File: config.mk
export PLATFORM = sky130hd
export DESIGN_NAME = fwd_scoreboard_flat
export DESIGN_NICKNAME = d
export VERILOG_FILES = /design/src/rtl/fwd_scoreboard_if.sv /design/src/rtl/fwd_scoreboard.sv /design/src/flat_wrapper.sv
export SDC_FILE = /design/constraint.sdc
export NUM_CORES = 1
export LEC_CHECK = 0
export BUFFER_PORTS_ARGS = -buffer_cell sky130_fd_sc_hd__buf_4
export CAP_MARGIN = 20
export CORE_ASPECT_RATIO = 2
export CORE_MARGIN = 2
export CORE_UTILIZATION = 39
export CTS_CLUSTER_DIAMETER = 150
export DETAILED_ROUTE_END_ITERATION = 8
export HOLD_SLACK_MARGIN = 0.02
export PLACE_DENSITY = 0.79
export SETUP_SLACK_MARGIN = 0.05
export SLEW_MARGIN = 5
export SYNTH_ARGS = -nofsm -noshare
export SYNTH_HDL_FRONTEND = slang
export SYNTH_SLANG_ARGS = --single-unit
File: constraint.sdc
create_clock -name clk -period 2.1 [get_ports clk]
set_input_delay 0.105 -clock clk [delete_from_list [all_inputs] [get_ports clk]]
set_output_delay 0.105 -clock clk [all_outputs]
set_load 0.01 [all_outputs]
File: src/rtl/fwd_scoreboard_if.sv
// Decode-side bundle for the operand-forwarding scoreboard: decode request,
// register-file and stage result buses in, forwarded operands and stall out.
interface fwd_scoreboard_if #(
    parameter int DATA_W = 32,
    parameter int REG_AW = 5,
    parameter int NSRC   = 2,
    parameter int DEPTH  = 3,
    parameter int LAT_W  = 2
);
    logic                     id_valid;
    logic                     id_wr_en;
    logic [REG_AW-1:0]        id_rd;
    logic [LAT_W-1:0]         id_lat;
    logic [NSRC*REG_AW-1:0]   id_src;
    logic [NSRC*DATA_W-1:0]   rf_data;
    logic [DEPTH*DATA_W-1:0]  stage_data;
    logic                     ex_kill;
    logic [NSRC*DATA_W-1:0]   opnd;
    logic [NSRC*2-1:0]        fwd_sel;
    logic                     stall;
    logic [15:0]              stall_cnt;

    modport master (
        output id_valid, id_wr_en, id_rd, id_lat, id_src, rf_data, stage_data, ex_kill,
        input  opnd, fwd_sel, stall, stall_cnt
    );

    modport slave (
        input  id_valid, id_wr_en, id_rd, id_lat, id_src, rf_data, stage_data, ex_kill,
        output opnd, fwd_sel, stall, stall_cnt
    );
endinterface

File: src/rtl/fwd_scoreboard.sv
// Shift-register scoreboard of in-flight register writes; selects the youngest
// ready producer per decode operand and stalls decode on an unready one.
module fwd_scoreboard #(
    parameter int DATA_W = 32,
    parameter int REG_AW = 5,
    parameter int NSRC   = 2,
    parameter int DEPTH  = 3,
    parameter int LAT_W  = 2
) (
    input logic             clk,
    input logic             rst_n,
    fwd_scoreboard_if.slave sb
);

    logic [DEPTH-1:0]        ent_vld_q, ent_vld_d;
    logic [REG_AW-1:0]       ent_rd_q  [DEPTH];
    logic [REG_AW-1:0]       ent_rd_d  [DEPTH];
    logic [LAT_W-1:0]        ent_lat_q [DEPTH];
    logic [LAT_W-1:0]        ent_lat_d [DEPTH];
    logic [15:0]             stall_cnt_q, stall_cnt_d;

    logic [NSRC-1:0]         hit;
    logic [NSRC-1:0]         blocked;
    logic [NSRC*DATA_W-1:0]  opnd_c;
    logic [NSRC*2-1:0]       sel_c;
    logic                    stall;

    function automatic logic [15:0] sat_inc(input logic [15:0] x);
        return (x == 16'hFFFF) ? x : x + 16'd1;
    endfunction

    // Decode: scan stages youngest-first so an older ready producer can never
    // bypass a younger one that is still computing.
    always_comb begin
        hit     = '0;
        blocked = '0;
        opnd_c  = sb.rf_data;
        sel_c   = '0;
        for (int s = 0; s < NSRC; s++) begin
            for (int k = 0; k < DEPTH; k++) begin
                if (!hit[s] && ent_vld_q[k] &&
                    ent_rd_q[k] == sb.id_src[s*REG_AW +: REG_AW] &&
                    sb.id_src[s*REG_AW +: REG_AW] != '0) begin
                    hit[s] = 1'b1;
                    if (k >= int'(ent_lat_q[k])) begin
                        sel_c[s*2 +: 2]           = 2'(k + 1);
                        opnd_c[s*DATA_W +: DATA_W] = sb.stage_data[k*DATA_W +: DATA_W];
                    end else begin
                        blocked[s] = 1'b1;
                    end
                end
            end
        end
        stall = sb.id_valid & (|blocked);
    end

    // Decode -> stage 0 and stage k -> k+1; a kill invalidates what leaves stage 0.
    always_comb begin
        ent_vld_d    = '0;
        ent_vld_d[0] = sb.id_valid & sb.id_wr_en & ~stall & (sb.id_rd != '0);
        ent_rd_d[0]  = sb.id_rd;
        ent_lat_d[0] = (sb.id_lat == '0) ? LAT_W'(1) : sb.id_lat;
        for (int k = 1; k < DEPTH; k++) begin
            ent_vld_d[k] = ent_vld_q[k-1];
            ent_rd_d[k]  = ent_rd_q[k-1];
            ent_lat_d[k] = ent_lat_q[k-1];
        end
        ent_vld_d[1] = ent_vld_q[0] & ~sb.ex_kill;
        stall_cnt_d  = stall ? sat_inc(stall_cnt_q) : stall_cnt_q;
    end

    always_ff @(posedge clk or negedge rst_n) begin
        if (!rst_n) begin
            ent_vld_q   <= '0;
            stall_cnt_q <= '0;
        end else begin
            ent_vld_q   <= ent_vld_d;
            stall_cnt_q <= stall_cnt_d;
        end
    end

    always_ff @(posedge clk) begin
        ent_rd_q  <= ent_rd_d;
        ent_lat_q <= ent_lat_d;
    end

    assign sb.opnd      = opnd_c;
    assign sb.fwd_sel   = sel_c;
    assign sb.stall     = stall;
    assign sb.stall_cnt = stall_cnt_q;

endmodule
File: src/flat_wrapper.sv
// flat-port wrapper written by rule: the top's interface ports become plain ports
module fwd_scoreboard_flat 
#(
    parameter int DATA_W = 32,
    parameter int REG_AW = 5,
    parameter int NSRC   = 2,
    parameter int DEPTH  = 3,
    parameter int LAT_W  = 2
)
  (clk, rst_n, sb_id_valid, sb_id_wr_en, sb_id_rd, sb_id_lat, sb_id_src, sb_rf_data, sb_stage_data, sb_ex_kill, sb_opnd, sb_fwd_sel, sb_stall, sb_stall_cnt);
  fwd_scoreboard_if #(.DATA_W(DATA_W), .REG_AW(REG_AW), .NSRC(NSRC), .DEPTH(DEPTH), .LAT_W(LAT_W)) sb_i ();
  input logic clk;
  input logic rst_n;
  input wire logic [$bits(sb_i.id_valid)-1:0] sb_id_valid;
  input wire logic [$bits(sb_i.id_wr_en)-1:0] sb_id_wr_en;
  input wire logic [$bits(sb_i.id_rd)-1:0] sb_id_rd;
  input wire logic [$bits(sb_i.id_lat)-1:0] sb_id_lat;
  input wire logic [$bits(sb_i.id_src)-1:0] sb_id_src;
  input wire logic [$bits(sb_i.rf_data)-1:0] sb_rf_data;
  input wire logic [$bits(sb_i.stage_data)-1:0] sb_stage_data;
  input wire logic [$bits(sb_i.ex_kill)-1:0] sb_ex_kill;
  output wire logic [$bits(sb_i.opnd)-1:0] sb_opnd;
  output wire logic [$bits(sb_i.fwd_sel)-1:0] sb_fwd_sel;
  output wire logic [$bits(sb_i.stall)-1:0] sb_stall;
  output wire logic [$bits(sb_i.stall_cnt)-1:0] sb_stall_cnt;
  assign sb_i.id_valid = sb_id_valid;
  assign sb_i.id_wr_en = sb_id_wr_en;
  assign sb_i.id_rd = sb_id_rd;
  assign sb_i.id_lat = sb_id_lat;
  assign sb_i.id_src = sb_id_src;
  assign sb_i.rf_data = sb_rf_data;
  assign sb_i.stage_data = sb_stage_data;
  assign sb_i.ex_kill = sb_ex_kill;
  assign sb_opnd = sb_i.opnd;
  assign sb_fwd_sel = sb_i.fwd_sel;
  assign sb_stall = sb_i.stall;
  assign sb_stall_cnt = sb_i.stall_cnt;
  fwd_scoreboard #(.DATA_W(DATA_W), .REG_AW(REG_AW), .NSRC(NSRC), .DEPTH(DEPTH), .LAT_W(LAT_W)) u_core (.clk(clk), .rst_n(rst_n), .sb(sb_i));
endmodule
==> results of run 1 <==
[kinds of logic after synthesis]
kind of cell | after synthesis | share of synthesized area [%]
compound gates | 136 | 26.70
xor+xnor | 44 | 9.859
fa+ha+maj | 1 | 0.3201
buf+inv | 40 | 5.250
flops | 40 | 22.92
mux | 66 | 17.16
simple gates | 138 | 17.80
[critical path, stage by stage (launching register included)]
cell	delay, ns
dfxtp_4	0.36
xnor2_2	0.19
nand4_1	0.27
or3_4	0.44
nor3_4	0.16
buf_6	0.14
buf_12	0.14
mux2i_1	0.08
a211oi_1	0.32
a21o_1	0.25
buf_6	0.14
[sequential cells by signal, summed over array words and instances, names as in the netlist]
name and flops:
u_core.sb.stall_cnt 16, u_core.ent_rd_q 5, u_core.ent_lat_d 4, u_core.ent_rd_d 10, u_core.ent_lat_q 2, u_core.ent_vld_q 3
[path summary, 6_finish.rpt]
| kind | cells after the start | endpoint | startpoint |
|---|---|---|---|
| max | 10 | sb_opnd[19] | u_core.ent_rd_d[9] |
| min | 2 | u_core.ent_lat_d[2] | sb_id_lat[0] |
| max reg2reg | 12 | u_core.sb.stall_cnt[13] | u_core.ent_rd_d[9] |
| min reg2reg | 0 | u_core.ent_lat_q[0] | u_core.ent_lat_d[0] |
| max in group asynchronous | 2 | u_core.ent_vld_q[2] | rst_n |
| min in group asynchronous | 2 | u_core.sb.stall_cnt[6] | rst_n |
[area by class of cell]
class / instances / share of cell area, %
clock buffers: 7 / 1.680
repair buffers: 351 / 42.21
multi-input cells: 385 / 42.18
well taps: 132 / 2.092
inverters: 3 / 0.1426
flip-flops and latches: 40 / 11.58
clock inverters: 1 / 0.1109
[synth_stat cells (all sizes together) (3+ instances only)]
master / instances / share of area [%]
clkbuf: 22 / 2.1
xor2: 21 / 4.7
inv: 3 / 0.29
nor3: 16 / 2.8
nand3: 10 / 1.3
nand4: 4 / 0.64
buf: 15 / 2.8
a211oi: 64 / 12
a21o: 64 / 12
nor2: 69 / 6.7
nor4: 8 / 1.6
dfxtp: 21 / 11
mux2i: 64 / 16
and2: 5 / 0.86
dfrtp: 19 / 12
nand2: 10 / 0.96
xnor2: 23 / 5.2
nand2b: 3 / 0.48
[power groups by stage]
stage / registers (mW) / logic [mW] / clock network (mW)
floorplan: 0.865 / 0.282 / 0
global placement: 0.869 / 0.777 / 0
detailed placement: 0.870 / 0.796 / 0
CTS: 0.858 / 0.853 / 0.751
global route: 0.866 / 1.03 / 0.782
finish: 0.861 / 0.983 / 0.750
[per-stage QoR]
step                      worst slack [ns]  util (%)  cell area [um^2]
after global routing               -0.8758     80.88              7896
after global placement             -0.1710     64.22              6270
after CTS                          -0.5426     70.96              6928
after detailed placement           -0.2509     64.22              6270
after floorplan                    0.03516         -              3930
final                              -0.8089     80.88              7896
[per-layer routing]
metal  part of all wire (%)  vias up  track usage (%)
met5                      0        -                0
met4                    8.3        0            17.14
met3                     11      155            11.70
met2                     50      446            54.65
met1                     31     2606            30.69
li1                       -     2363                -
[repair_timing]
action                                  CTS  global route
hold buffers                              8             0
gates resized for setup                  49           139
endpoints found under the setup margin   86            86
buffers inserted                         13            16
cloned                                    4            15
pin swaps                                 9            38
endpoints found under the hold margin    26             0
==> impl_metrics.json, run 1 <==
{
  "layout.cells.non_filler": 919,
  "cts_buffers": 5,
  "drive_gt1_share_pct": 56.80,
  "synth_edf_count": 0,
  "holdWs_ns": 0.01744,
  "p_leak_nw": 3.791,
  "p_seq_share_pct": 33.2,
  "setup_viol": 86,
  "areaGrowthSynthToFinish_pct": 102.0,
  "die_area_um2": 10890,
  "cp-end-kind": "primary output",
  "globalplace.congestion": 0.9733,
  "min_period_ns": 2.909,
  "dr_total_vias": 5570,
  "cts_tree": "done",
  "power_mw": 2.595,
  "dp.cells": 856,
  "dieHeight_um": 145.6,
  "clk_latency_ns": 0.28,
  "multi_input_area_um2": 3331,
  "mostFrequentLayoutCell": "buf_4",
  "ant_nets": 0,
  "dr.pass1.iters": 5,
  "drcViolationCount": 0,
  "max_freq_ghz": 0.3438,
  "pin_count": 267,
  "syn_avg_cell_area_um2": 8.406,
  "routedWlPerCell_um": 24.23,
  "final-seq-area_um2": 914.6,
  "cts-root-buf": "clkbuf_16",
  "clockBufferDepth": 2,
  "p_sw_share_pct": 29.23,
  "period_share_pct": 138.5,
  "dp_hpwl_mm": 13.05,
  "ys_ff_latch": 40,
  "track_usage_pct": 31.44,
  "grt_max_degree": 48,
  "final_cell_mix": "buf_4 (236), buf_6 (82), a21o_1 (64)",
  "power_frac_comb_pct": 37.9,
  "p_int_mw": 1.836,
  "rows": 51,
  "setup_tns_ns": -52.26,
  "p_sw_mw": 0.7585,
  "failed_checks": "setup timing",
  "maxSlewViolCount": 0,
  "path_class": "flop to primary output",
  "dieWidth_um": 74.79,
  "hp-class": "input pin to flop",
  "portBuffers": 266,
  "vias_per_cell": 6.061,
  "fin_nets": 969,
  "setup_ws_ns": -0.8089,
  "syn_inst": 465,
  "syn_area_um2": 3909,
  "yosysSeqAreaShare_pct": 22.92,
  "start_util_pct": 40.04,
  "peakVddDrop_mv": 0.6415,
  "hold_viol": 0,
  "cts_num_sinks": 40,
  "cp-start-kind": "flop",
  "ys.flop_type": "dfxtp_1",
  "arrival_ns": 2.80,
  "outcome": "finished with violations",
  "drv_cap": 0,
  "power_frac_clock_pct": 28.9,
  "async_flop_share_pct": 47.50,
  "n_antenna_cell": 0,
  "antenna_found_initial": 0,
  "drt_iter0_markers": 400,
  "grt_pass1_wl_mm": 26.37,
  "relSlewSlack_pct": 62.28,
  "grt_pass1_vias": 5071,
  "worst_slew_pin_slew_ns": 0.5616,
  "clkTransAtPathRegs_ns": 0.06,
  "drt_wl_total_mm": 22.27,
  "cts.htree.levels": 2,
  "synth_warnings": 0,
  "p_per_area_nw_per_um2": 328.6,
  "fillers": 599,
  "grt-ovfl-total": 0,
  "fin_worst_skew_ns": 0.001330,
  "syn_nets": 648,
  "worstPathRequired_ns": 2.00,
  "rsz0062_at_grt": "true",
  "crit_fanout": 9,
  "core-area_um2": 9763,
  "ys_types": 42,
  "r2r_slack_ns": -0.72
}
(Power assumes the default switching activity.)
==> run 2: changes to the inputs <==
Settings changed: ABC_AREA set to 1, CORE_UTILIZATION 39 to 40, PLACE_DENSITY 0.79 to 0.78, SKIP_CTS_REPAIR_TIMING set to 1.
==> impl_metrics.json, run 2 <==
{
  "outcome": "finished with violations",
  "failed_checks": "setup timing",
  "dr_total_vias": 6963,
  "dp.cells": 1176,
  "drcViolationCount": 0,
  "largest_register_ffs": 16,
  "critical_path_buf_inv_count": 4,
  "peakVddDrop_mv": 1.115,
  "worst_slew_pin_slew_ns": 0.4751,
  "dieHeight_um": 151.5,
  "setup_tns_ns": -5.066,
  "pin_count": 267,
  "drt_iter0_markers": 512,
  "multi_input_area_um2": 3294,
  "cpMostUsedCell": "nand2_1",
  "synthTopCellsByCount": "nand2_1 (311), inv_1 (67), o211ai_1 (64)",
  "synth_edf_count": 0,
  "vias_per_cell": 5.717,
  "p_leak_nw": 4.046,
  "hp-class": "input pin to flop",
  "globalplace.congestion": 0.9509,
  "async_flop_share_pct": 47.50,
  "antenna_found_initial": 0,
  "crit_fanout": 6,
  "ys_types": 33,
  "grt-ovfl-total": 0,
  "cts.htree.levels": 2,
  "rsz0062_at_grt": "true",
  "placed_cell_area_um2": 6611,
  "syn_avg_cell_area_um2": 5.551,
  "die_area_um2": 11780,
  "yosysSeqAreaShare_pct": 20.59,
  "mostFrequentLayoutCell": "nand2_1",
  "areaGrowthSynthToFinish_pct": 80.28,
  "setup_ws_ns": -0.1844,
  "crit_family": "simple AND/OR/NAND/NOR gates",
  "grt_max_degree": 47,
  "dr.pass1.iters": 8,
  "layout.cells.non_filler": 1218,
  "cts_num_sinks": 40,
  "setup_viol": 64,
  "period_share_pct": 108.8,
  "maxSlewViolCount": 0,
  "fillers": 853,
  "stdcell_area_um2": 7845,
  "drt_wl_total_mm": 23.04,
  "dp_hpwl_mm": 16.13,
  "fin_nets": 1263,
  "holdWs_ns": 0.08895,
  "fin_worst_skew_ns": 0.006532,
  "yosys.area.top_type": "nand2_1",
  "drv_cap": 0,
  "cp_cell_sequence": "buf_6 > nand2_2 > nand2_1 > nor2_1 > nand2_1 > nor2_2 > nand3b_1 > buf_6 > clkbuf_16 > o211ai_1 > nand2_1 > buf_4",
  "syn_inst": 784,
  "cp-end-kind": "primary output",
  "critPathSlowestCell": "dfxtp_2",
  "syn_area_um2": 4352,
  "ys.flop_type": "dfxtp_1",
  "clkTransAtPathRegs_ns": 0.06,
  "hold_viol": 0,
  "max_freq_ghz": 0.4377,
  "final_cell_mix": "nand2_1 (287), buf_4 (271), o211ai_1 (64)",
  "cp-start-kind": "flop",
  "dieWidth_um": 77.76,
  "syn_nets": 967,
  "yosysMostFrequentCell": "nand2_1",
  "ys_ff_latch": 40,
  "clockBufferDepth": 2,
  "synthTopCellsByArea": "nand2_1 (27%), o211ai_1 (11%), dfrtp_1 (11%)",
  "grt_pass1_vias": 6034,
  "min_period_ns": 2.284,
  "n_antenna_cell": 0,
  "grt_pass1_wl_mm": 30.64,
  "rows": 53,
  "cts_tree": "done",
  "cts_buffers": 5,
  "place_ws_ns": 0.04694,
  "start_util_pct": 41.27,
  "drive_gt1_share_pct": 40.70,
  "routedWlPerCell_um": 18.92,
  "synth_top_cell_area_share_pct": 26.83,
  "ant_nets": 0,
  "synth_warnings": 0,
  "clk_latency_ns": 0.28,
  "portBuffers": 266,
  "final-seq-area_um2": 917.1,
  "path_class": "flop to primary output",
  "cpPeakStageDelay_ns": 0.33,
  "track_usage_pct": 32.85,
  "worstPathRequired_ns": 2.00,
  "p_per_area_nw_per_um2": 354.3,
  "core-area_um2": 10540,
  "relSlewSlack_pct": 68.25,
  "arrival_ns": 2.18,
  "cts-root-buf": "clkbuf_16"
}
run 2: per-layer routing:
metal  up-vias  part of all wire [%]  track usage, %  wire [um]
li1       3190                     -               -          -
met1      3170                    32           34.28       7468
met2       456                    50           59.35      11560
met3       147                   9.1           7.227       2087
met4         0                   8.4           19.55       1926
met5         -                     0               0          0
run 2: worst paths after layout:
check | from | to | slack (ns) | depth (start not counted)
hold / removal | sb_id_wr_en | u_core.ent_vld_q[0] | 0.09 | 3
setup reg to reg | u_core.ent_rd_q[3] | u_core.sb.stall_cnt[13] | 0.19 | 13
max in group asynchronous | rst_n | u_core.ent_vld_q[1] | 1.63 | 2
setup / recovery | u_core.ent_rd_d[1] | sb_opnd[28] | -0.18 | 12
hold reg to reg | u_core.ent_lat_d[0] | u_core.ent_lat_q[0] | 0.33 | 0
min in group asynchronous | rst_n | u_core.sb.stall_cnt[3] | 0.24 | 2
run 2: cells by family after synthesis:
family,after synthesis,share of synthesized area (%)
and+or+nand+nor,467,44.59
AOI/OAI and AO/OA,149,21.36
buffers and inverters,119,11.56
DFF,40,20.59
xor gates and xnor gates,8,1.610
adders and majority gates,1,0.2875
run 2: stage by stage:
| step | total power [mW] | util [%] |
|---|---|---|
| after global placement | 1.739 | 62.70 |
| after floorplan | 1.207 | - |
| after detailed placement | 1.744 | 62.70 |
| after global routing | 2.915 | 74.40 |
| after CTS | 2.670 | 64.44 |
| final | 2.780 | 74.40 |
run 2: cell type report:
cell class | instances | area share [%]
clock buffers | 7 | 1.946
clock inverters | 1 | 0.3828
inverters | 75 | 3.876
multi-input cells | 625 | 41.99
flip-flops and latches | 40 | 11.69
well taps | 137 | 2.185
repair buffers | 333 | 37.93
run 2: worst register-to-register path, cell delays in order, from the launching register on:
cell	delay, ns
dfxtp_2	0.33
nand2_1	0.07
o21ai_1	0.06
nor2_1	0.22
nand3_1	0.14
nor2_2	0.16
nand3_4	0.10
nand2_1	0.08
nand2_1	0.10
nand2_4	0.17
buf_4	0.18
nand3_1	0.07
nand2_1	0.07
nand2_1	0.05
run 2: power breakdown:
group          switching, mW  internal (mW)
registers             0.0525          0.809
clock network          0.301          0.625
logic                  0.470          0.522
total                  0.823           1.96
